### src/rtl/sprite_blitter.sv
// Purpose: draws queued sprites into the framebuffer on each frame_start; optional SPRITE_BLIT_HFLIP_EN adds horizontal mirroring.
// Latency: 2 cycles per skipped pixel, 3 per written pixel; frame_done pulses 3 cycles after frame_start on an empty queue.
// Backpressure: a write holds fb_we/fb_addr/fb_data until fb_ready is sampled high; the pixel walk stalls meanwhile.
module sprite_blitter #(
    parameter int         SPRITE_W    = 32,
    parameter int         SPRITE_H    = 32,
    parameter int         FB_W        = 640,
    parameter int         FB_H        = 480,
    parameter int         MAX_SPRITES = 16,
    parameter logic [7:0] TRANSPARENT = 8'h00
) (
    input  logic                                     i_clock,
    input  logic                                     i_reset,
    input  logic                                     i_frame_start,
    input  logic                                     i_is_empty,
    input  logic [7:0]                               i_sprite_id,
    input  logic [15:0]                              i_sprite_x,
    input  logic [15:0]                              i_sprite_y,
    input  logic [7:0]                               i_sprite_scale,
    output logic                                     o_dequeue,
    output logic [8+$clog2(SPRITE_W*SPRITE_H)-1:0]   o_rom_addr,
    input  logic [7:0]                               i_rom_data,
    output logic                                     o_fb_we,
    output logic [$clog2(FB_W*FB_H)-1:0]             o_fb_addr,
    output logic [7:0]                               o_fb_data,
    input  logic                                     i_fb_ready,
    output logic                                     o_busy,
    output logic                                     o_frame_done
);

    localparam int CW   = $clog2(SPRITE_W);
    localparam int RW   = $clog2(SPRITE_H);
    localparam int DXW  = CW + 3;
    localparam int DYW  = RW + 3;
    localparam int AW   = $clog2(FB_W * FB_H);
    localparam int CNTW = $clog2(MAX_SPRITES + 1);

    typedef enum logic [3:0] {
        S_IDLE, S_CHECK, S_LOAD, S_FETCH, S_PIXEL, S_WRITE, S_POP, S_SETTLE, S_DONE
    } state_t;

    state_t            r_state;
    state_t            w_state_nxt;
    logic [7:0]        r_id;
    logic [15:0]       r_x;
    logic [15:0]       r_y;
    logic [1:0]        r_s;
    logic [DXW-1:0]    r_dx;
    logic [DYW-1:0]    r_dy;
    logic [CNTW-1:0]   r_cnt;
    logic              r_fb_we;
    logic [AW-1:0]     r_fb_addr;
    logic [7:0]        r_fb_data;
    logic              r_frame_done;

    logic              w_load;
    logic              w_advance;
    logic              w_wr_start;
    logic [DXW-1:0]    w_dx_max;
    logic [DYW-1:0]    w_dy_max;
    logic              w_last_col;
    logic              w_last_pix;
    logic [CW-1:0]     w_col;
    logic [RW-1:0]     w_row;
    logic [CW-1:0]     w_src_col;
    logic [16:0]       w_px;
    logic [16:0]       w_py;
    logic              w_visible;
    logic [AW-1:0]     w_pix_addr;

`ifdef SPRITE_BLIT_HFLIP_EN
    logic              r_hflip;
    logic              w_unused_scale;
    assign w_unused_scale = ^i_sprite_scale[6:2];
    // Mirrored column: SPRITE_W-1-col is the bitwise complement for a power-of-two width.
    assign w_src_col = r_hflip ? ~w_col : w_col;
`else
    logic              w_unused_scale;
    assign w_unused_scale = ^i_sprite_scale[7:2];
    assign w_src_col = w_col;
`endif

    // Scaled rectangle bounds and source texel coordinates for the current dx/dy.
    assign w_dx_max   = DXW'((SPRITE_W << r_s) - 1);
    assign w_dy_max   = DYW'((SPRITE_H << r_s) - 1);
    assign w_last_col = (r_dx == w_dx_max);
    assign w_last_pix = w_last_col && (r_dy == w_dy_max);
    assign w_col      = CW'(r_dx >> r_s);
    assign w_row      = RW'(r_dy >> r_s);
    assign o_rom_addr = {r_id, w_row, w_src_col};

    // Destination coordinates are 17 bits so x+dx beyond 65535 is clipped rather than wrapped.
    assign w_px       = {1'b0, r_x} + 17'(r_dx);
    assign w_py       = {1'b0, r_y} + 17'(r_dy);
    assign w_visible  = (i_rom_data != TRANSPARENT) && (w_px < 17'(FB_W)) && (w_py < 17'(FB_H));
    assign w_pix_addr = AW'(w_py) * AW'(FB_W) + AW'(w_px);

    assign o_dequeue    = (r_state == S_POP);
    assign o_busy       = (r_state != S_IDLE);
    assign o_fb_we      = r_fb_we;
    assign o_fb_addr    = r_fb_addr;
    assign o_fb_data    = r_fb_data;
    assign o_frame_done = r_frame_done;

    // State register.
    always_ff @(posedge i_clock) begin
        if (i_reset) r_state <= S_IDLE;
        else         r_state <= w_state_nxt;
    end

    // Next-state decode and datapath control strobes.
    always_comb begin
        w_state_nxt = r_state;
        w_load      = 1'b0;
        w_advance   = 1'b0;
        w_wr_start  = 1'b0;
        case (r_state)
            S_IDLE:   if (i_frame_start) w_state_nxt = S_CHECK;
            S_CHECK:  w_state_nxt = (i_is_empty || (r_cnt == CNTW'(MAX_SPRITES))) ? S_DONE : S_LOAD;
            S_LOAD: begin
                w_load      = 1'b1;
                w_state_nxt = S_FETCH;
            end
            S_FETCH:  w_state_nxt = S_PIXEL;
            S_PIXEL: begin
                if (w_visible) begin
                    w_wr_start  = 1'b1;
                    w_state_nxt = S_WRITE;
                end else begin
                    w_advance   = 1'b1;
                    w_state_nxt = w_last_pix ? S_POP : S_FETCH;
                end
            end
            S_WRITE: begin
                if (i_fb_ready) begin
                    w_advance   = 1'b1;
                    w_state_nxt = w_last_pix ? S_POP : S_FETCH;
                end
            end
            S_POP:    w_state_nxt = S_SETTLE;
            S_SETTLE: w_state_nxt = S_CHECK;
            S_DONE:   w_state_nxt = S_IDLE;
            default:  w_state_nxt = S_IDLE;
        endcase
    end

    // Sprite fields, pixel walk, framebuffer write registers and per-frame sprite count.
    always_ff @(posedge i_clock) begin
        if (i_reset) begin
            r_id         <= '0;
            r_x          <= '0;
            r_y          <= '0;
            r_s          <= '0;
            r_dx         <= '0;
            r_dy         <= '0;
            r_cnt        <= '0;
            r_fb_we      <= 1'b0;
            r_fb_addr    <= '0;
            r_fb_data    <= '0;
            r_frame_done <= 1'b0;
`ifdef SPRITE_BLIT_HFLIP_EN
            r_hflip      <= 1'b0;
`endif
        end else begin
            r_frame_done <= (r_state == S_DONE);
            if (w_load) begin
                r_id <= i_sprite_id;
                r_x  <= i_sprite_x;
                r_y  <= i_sprite_y;
                r_s  <= i_sprite_scale[1:0];
                r_dx <= '0;
                r_dy <= '0;
`ifdef SPRITE_BLIT_HFLIP_EN
                r_hflip <= i_sprite_scale[7];
`endif
            end
            if (w_advance) begin
                r_fb_we <= 1'b0;
                if (w_last_col) begin
                    r_dx <= '0;
                    r_dy <= r_dy + DYW'(1);
                end else begin
                    r_dx <= r_dx + DXW'(1);
                end
            end
            if (w_wr_start) begin
                r_fb_we   <= 1'b1;
                r_fb_addr <= w_pix_addr;
                r_fb_data <= i_rom_data;
            end
            if (r_state == S_POP)       r_cnt <= r_cnt + CNTW'(1);
            else if (r_state == S_DONE) r_cnt <= '0;
        end
    end

endmodule

### config.mk
export PLATFORM = sky130hd
export DESIGN_NAME = sprite_blitter
export DESIGN_NICKNAME = d
export VERILOG_FILES = /design/src/rtl/sprite_blitter.sv
export SDC_FILE = /design/constraint.sdc
export NUM_CORES = 1
export LEC_CHECK = 0
export BUFFER_PORTS_ARGS = -buffer_cell sky130_fd_sc_hd__buf_2
export CAP_MARGIN = 20
export CORE_MARGIN = 10
export CORE_UTILIZATION = 27
export CTS_BUF_LIST = sky130_fd_sc_hd__clkbuf_8
export DETAILED_ROUTE_END_ITERATION = 6
export PLACE_DENSITY = 0.43
export REMOVE_ABC_BUFFERS = 1
export SLEW_MARGIN = 40
export SYNTH_ARGS = -nofsm -noshare
export SYNTH_HDL_FRONTEND = slang
export SYNTH_SLANG_ARGS = --single-unit
### constraint.sdc
create_clock -name i_clock -period 5.8 [get_ports i_clock]
set_clock_uncertainty 0.2 [all_clocks]
set_input_delay 0.29 -clock i_clock [delete_from_list [all_inputs] [get_ports i_clock]]
set_output_delay 0.29 -clock i_clock [all_outputs]
set_load 0.02 [all_outputs]
==> flow_metrics.tcl <==
set metrics [dict create \
    drive_gt1_share_pct 17.0 \
    min_period_ns 5.17 \
    ir_drop_v 0.0000794 \
    grt.overflow.total 0 \
    power_frac_comb_pct 16.1 \
    synth_edf_count 0 \
    finalNetCount 991 \
    fin_setup_tns_ns 0 \
    numCtsBuffers 9 \
    fin_crit_sh_pct 89.1 \
    path_max_fanout 6 \
    ff2ff_setup_slack_ns 0.63 \
    grt_max_degree 72 \
    synth_common_cells "119 x nand2_1, 96 x dfxtp_1, 74 x a21oi_1" \
    status "finished, final reports clean" \
    num_io_pins 110 \
    cts_buffer_depth 2 \
    switchingPower_mw 0.419 \
    core_area_um2 22800 \
    p_clk_share_pct 32.8 \
    drc 0 \
    grt_pass1_wl_um 29300 \
    area_growth_pct 23.4 \
    syn_avg_cell_area_um2 8.34 \
    globalRouteTotalUtil_pct 12.3 \
    netlist.top_cell.by_area "dfxtp_1" \
    ff_latch_area_um2 1920 \
    drt-initial-drc-count 269 \
    place.port_buffers 103 \
    vias_per_cell 4.69 \
    yosysSeqAreaShare_pct 30.6 \
    end_kind "register" \
    via_count 5613 \
    power_leakage_nw 3.44 \
    wirelength_um 18200 \
    drv_slew 0 \
    dieWidth_um 172 \
    ff2ff_path_depth 18 \
    insertion_delay_ns 0.40 \
    clock-sinks 96 \
    fillers 2447 \
    top_usage_layer "met2" \
    postCtsSetupBuffers 0 \
    hold_class "primary input to register" \
    netlist_instances 753 \
    synth_seq_cells 96 \
    wire_per_inst_um 15.2 \
    timing.fmax_mhz 194 \
    switching_share_pct 31.0 \
    path_depth 18 \
    drtAntennaViolNets 0 \
    cp.arrival_ns 5.25 \
    die_y_um 172 \
    synth_flop_cell "dfxtp_1" \
    drv_cap 0 \
    max_slew.worst_pin.slew_ns 0.811 \
    setup_viol 0 \
    power_per_cell_area_nw_per_um2 174 \
    use_met2_pct 19.4 \
    initial_core_util_pct 27.6 \
    power_frac_seq_pct 51.1 \
    synthArstFlopShare_pct 0 \
    grt_pass1_vias 5582 \
    dp_hpwl_um 13400 \
    hold_path_depth 3 \
    path_class "register to register" \
    gr-usage-met3_pct 2.44 \
    dr.pass1.iters 4 \
    htree_num_levels 3 \
    yosys-top-cells-area "dfxtp_1 31%, ha_1 9.4%, nand2_1 7.1%, a21oi_1 5.9%, xnor2_1 5.3%" \
    antenna_found_initial 0 \
    gr-usage-met1_pct 16.7 \
    rsz0062_at_grt "false" \
    yosysUniqueCellTypes 69 \
    cp-start-kind "register" \
    cpPeakStageDelay_ns 0.48 \
    path_clk_slew_ns 0.11 \
    path_delay_family "adder cells" \
    dieArea_um2 29800 \
    gp_routability_congestion 0.754 \
    multiInputGateArea_um2 4130 \
    final-hold-violation-count 0 \
    holdWs_ns 0.0523 \
    root_buffer "clkbuf_8" \
    cp_common_cell "ha_1" \
    power_mw 1.35 \
    yosys_warnings 0 \
    crit_chain "ha_1 -> inv_1 -> fa_1 -> nor2b_1 -> o31a_1 -> a21oi_1 -> ha_1 -> fa_1 -> ha_1 -> and3_1 -> a2111o_1 -> a21o_1 -> a21o_1 -> maj3_1 -> a21oi_1 -> o21ai_0 -> xnor2_1 -> o21a_1" \
    path_buf_inv 1 \
    syn_area_um2 6280 \
    synthMostInstantiatedCell "nand2_1" \
    intPower_mw 0.931 \
    cp_slowest_cell "fa_1" \
    slew_headroom_pct 45.9 \
    cp.required_ns 5.88 \
    n_antenna_cell 0 \
    cts_tree "done" \
    synth_top_area_share_pct 30.6 \
    cts_resized 0 \
    fp-row-count 55 \
]
## placed cells by master, fill, tap and decap left out, types with 3 or more instances in the layout
cell type / n
nor2_1: 62
inv_1: 15
a211oi_1: 6
and2_1: 4
nor2b_1: 8
xor2_1: 8
buf_4: 7
fa_1: 4
o211ai_1: 12
a21o_1: 14
nand4b_1: 4
or3_1: 3
o21ai_1: 14
o21a_1: 5
mux4_2: 10
mux2_1: 5
clkbuf_8: 9
nand3_1: 15
and4_1: 3
a31oi_1: 6
dfxtp_1: 96
nand2b_1: 9
o2111ai_1: 3
nor3b_1: 8
dlygate4sd3_1: 50
o21ai_0: 14
mux2i_1: 26
nand3b_1: 7
xnor2_1: 38
nand4_1: 7
nor3_1: 9
nand2_1: 119
nor4_1: 5
ha_1: 47
a21oi_1: 74
and3_1: 8
buf_2: 102
## sequential cells by signal, summed over array words and instances (netlist names)
name and flops:
r_dy 8, r_cnt 5, r_y 16, r_s 2, r_x 16, o_frame_done 1, r_state 4, o_fb_data 8
o_fb_addr 19, r_dx 8, o_fb_we 1, r_id 8
## power by group through the flow
stage / clock network [mW] / registers, mW / logic [mW]
final: 0.442 / 0.690 / 0.217
after global routing: 0.488 / 0.693 / 0.241
after CTS: 0.463 / 0.691 / 0.220
after detailed placement: 0 / 0.706 / 0.193
after global placement: 0 / 0.706 / 0.193
after floorplan: 0 / 0.704 / 0.113
## path summary, 6_finish.rpt
check,to,from
setup reg to reg,o_fb_addr[18]$_SDFFE_PP0P_,r_dy[0]$_SDFF_PP0_
hold / removal,r_state[0]$_SDFFE_PP0P_,i_frame_start
setup / recovery,o_fb_addr[18]$_SDFFE_PP0P_,r_dy[0]$_SDFF_PP0_
hold reg to reg,r_id[6]$_SDFFE_PP0P_,r_id[6]$_SDFFE_PP0P_
## worst reg2reg max path, delay by kind of cell, from the launching register on
family	cells	cell delay [ns]
adder cells (fa/ha/maj)	6	2.16
AO/OA/AOI/OAI	8	1.70
flip-flops	1	0.44
AND/OR/NAND/NOR	2	0.37
XOR/XNOR	1	0.15
buffers and inverters	1	0.06
## area by class of cell
| type | count | share of cell area [%] |
|---|---|---|
| Multi-Input combinational cell | 598 | 53.3 |
| Tap cell | 313 | 5.05 |
| Clock buffer | 9 | 1.60 |
| Sequential cell | 96 | 24.8 |
| Inverter | 14 | 0.678 |
| Timing Repair Buffer | 160 | 13.9 |
| Clock inverter | 7 | 0.727 |
## through the flow
step / util [%] / setup slack [ns] / std cells / cell area (um2)
3_3_place_gp: 31.0 / 0.665 / 1131 / 7060
2_1_floorplan: - / 0.827 / 708 / 6090
5_1_grt: 34.0 / 0.301 / 1197 / 7750
4_1_cts: 34.0 / 0.605 / 1197 / 7750
6_report: 34.0 / 0.634 / 1197 / 7750
3_5_place_dp: 31.0 / 0.638 / 1131 / 7070
## routing by layer
| layer | up-vias | routed length, um |
|---|---|---|
| met5 | - | 0 |
| met4 | 0 | 129 |
| met3 | 11 | 834 |
| met2 | 97 | 7990 |
| met1 | 2571 | 9200 |
| li1 | 2934 | - |
## kinds of logic (layout without fill, tap and decap cells)
kind of cell             Yosys count  in the layout  share of synthesized area, %
multiplexers                      42             42                          8.81
adder cells (fa/ha/maj)           52             52                          10.8
AND/OR/NAND/NOR                  287            287                          22.3
flip-flops                        96             96                          30.6
buffers and inverters             59            190                          3.83
AO/OA/AOI/OAI                    171            171                          17.3
XOR/XNOR                          46             46                          6.42
## repair_timing
| action | 4_1_cts | 5_1_grt |
|---|---|---|
| hold buffers | 50 | 0 |
| endpoints found under the hold margin | 50 | 0 |
| endpoints found under the setup margin | 0 | 0 |
No activity file was read; power rests on OpenSTA's default activity.
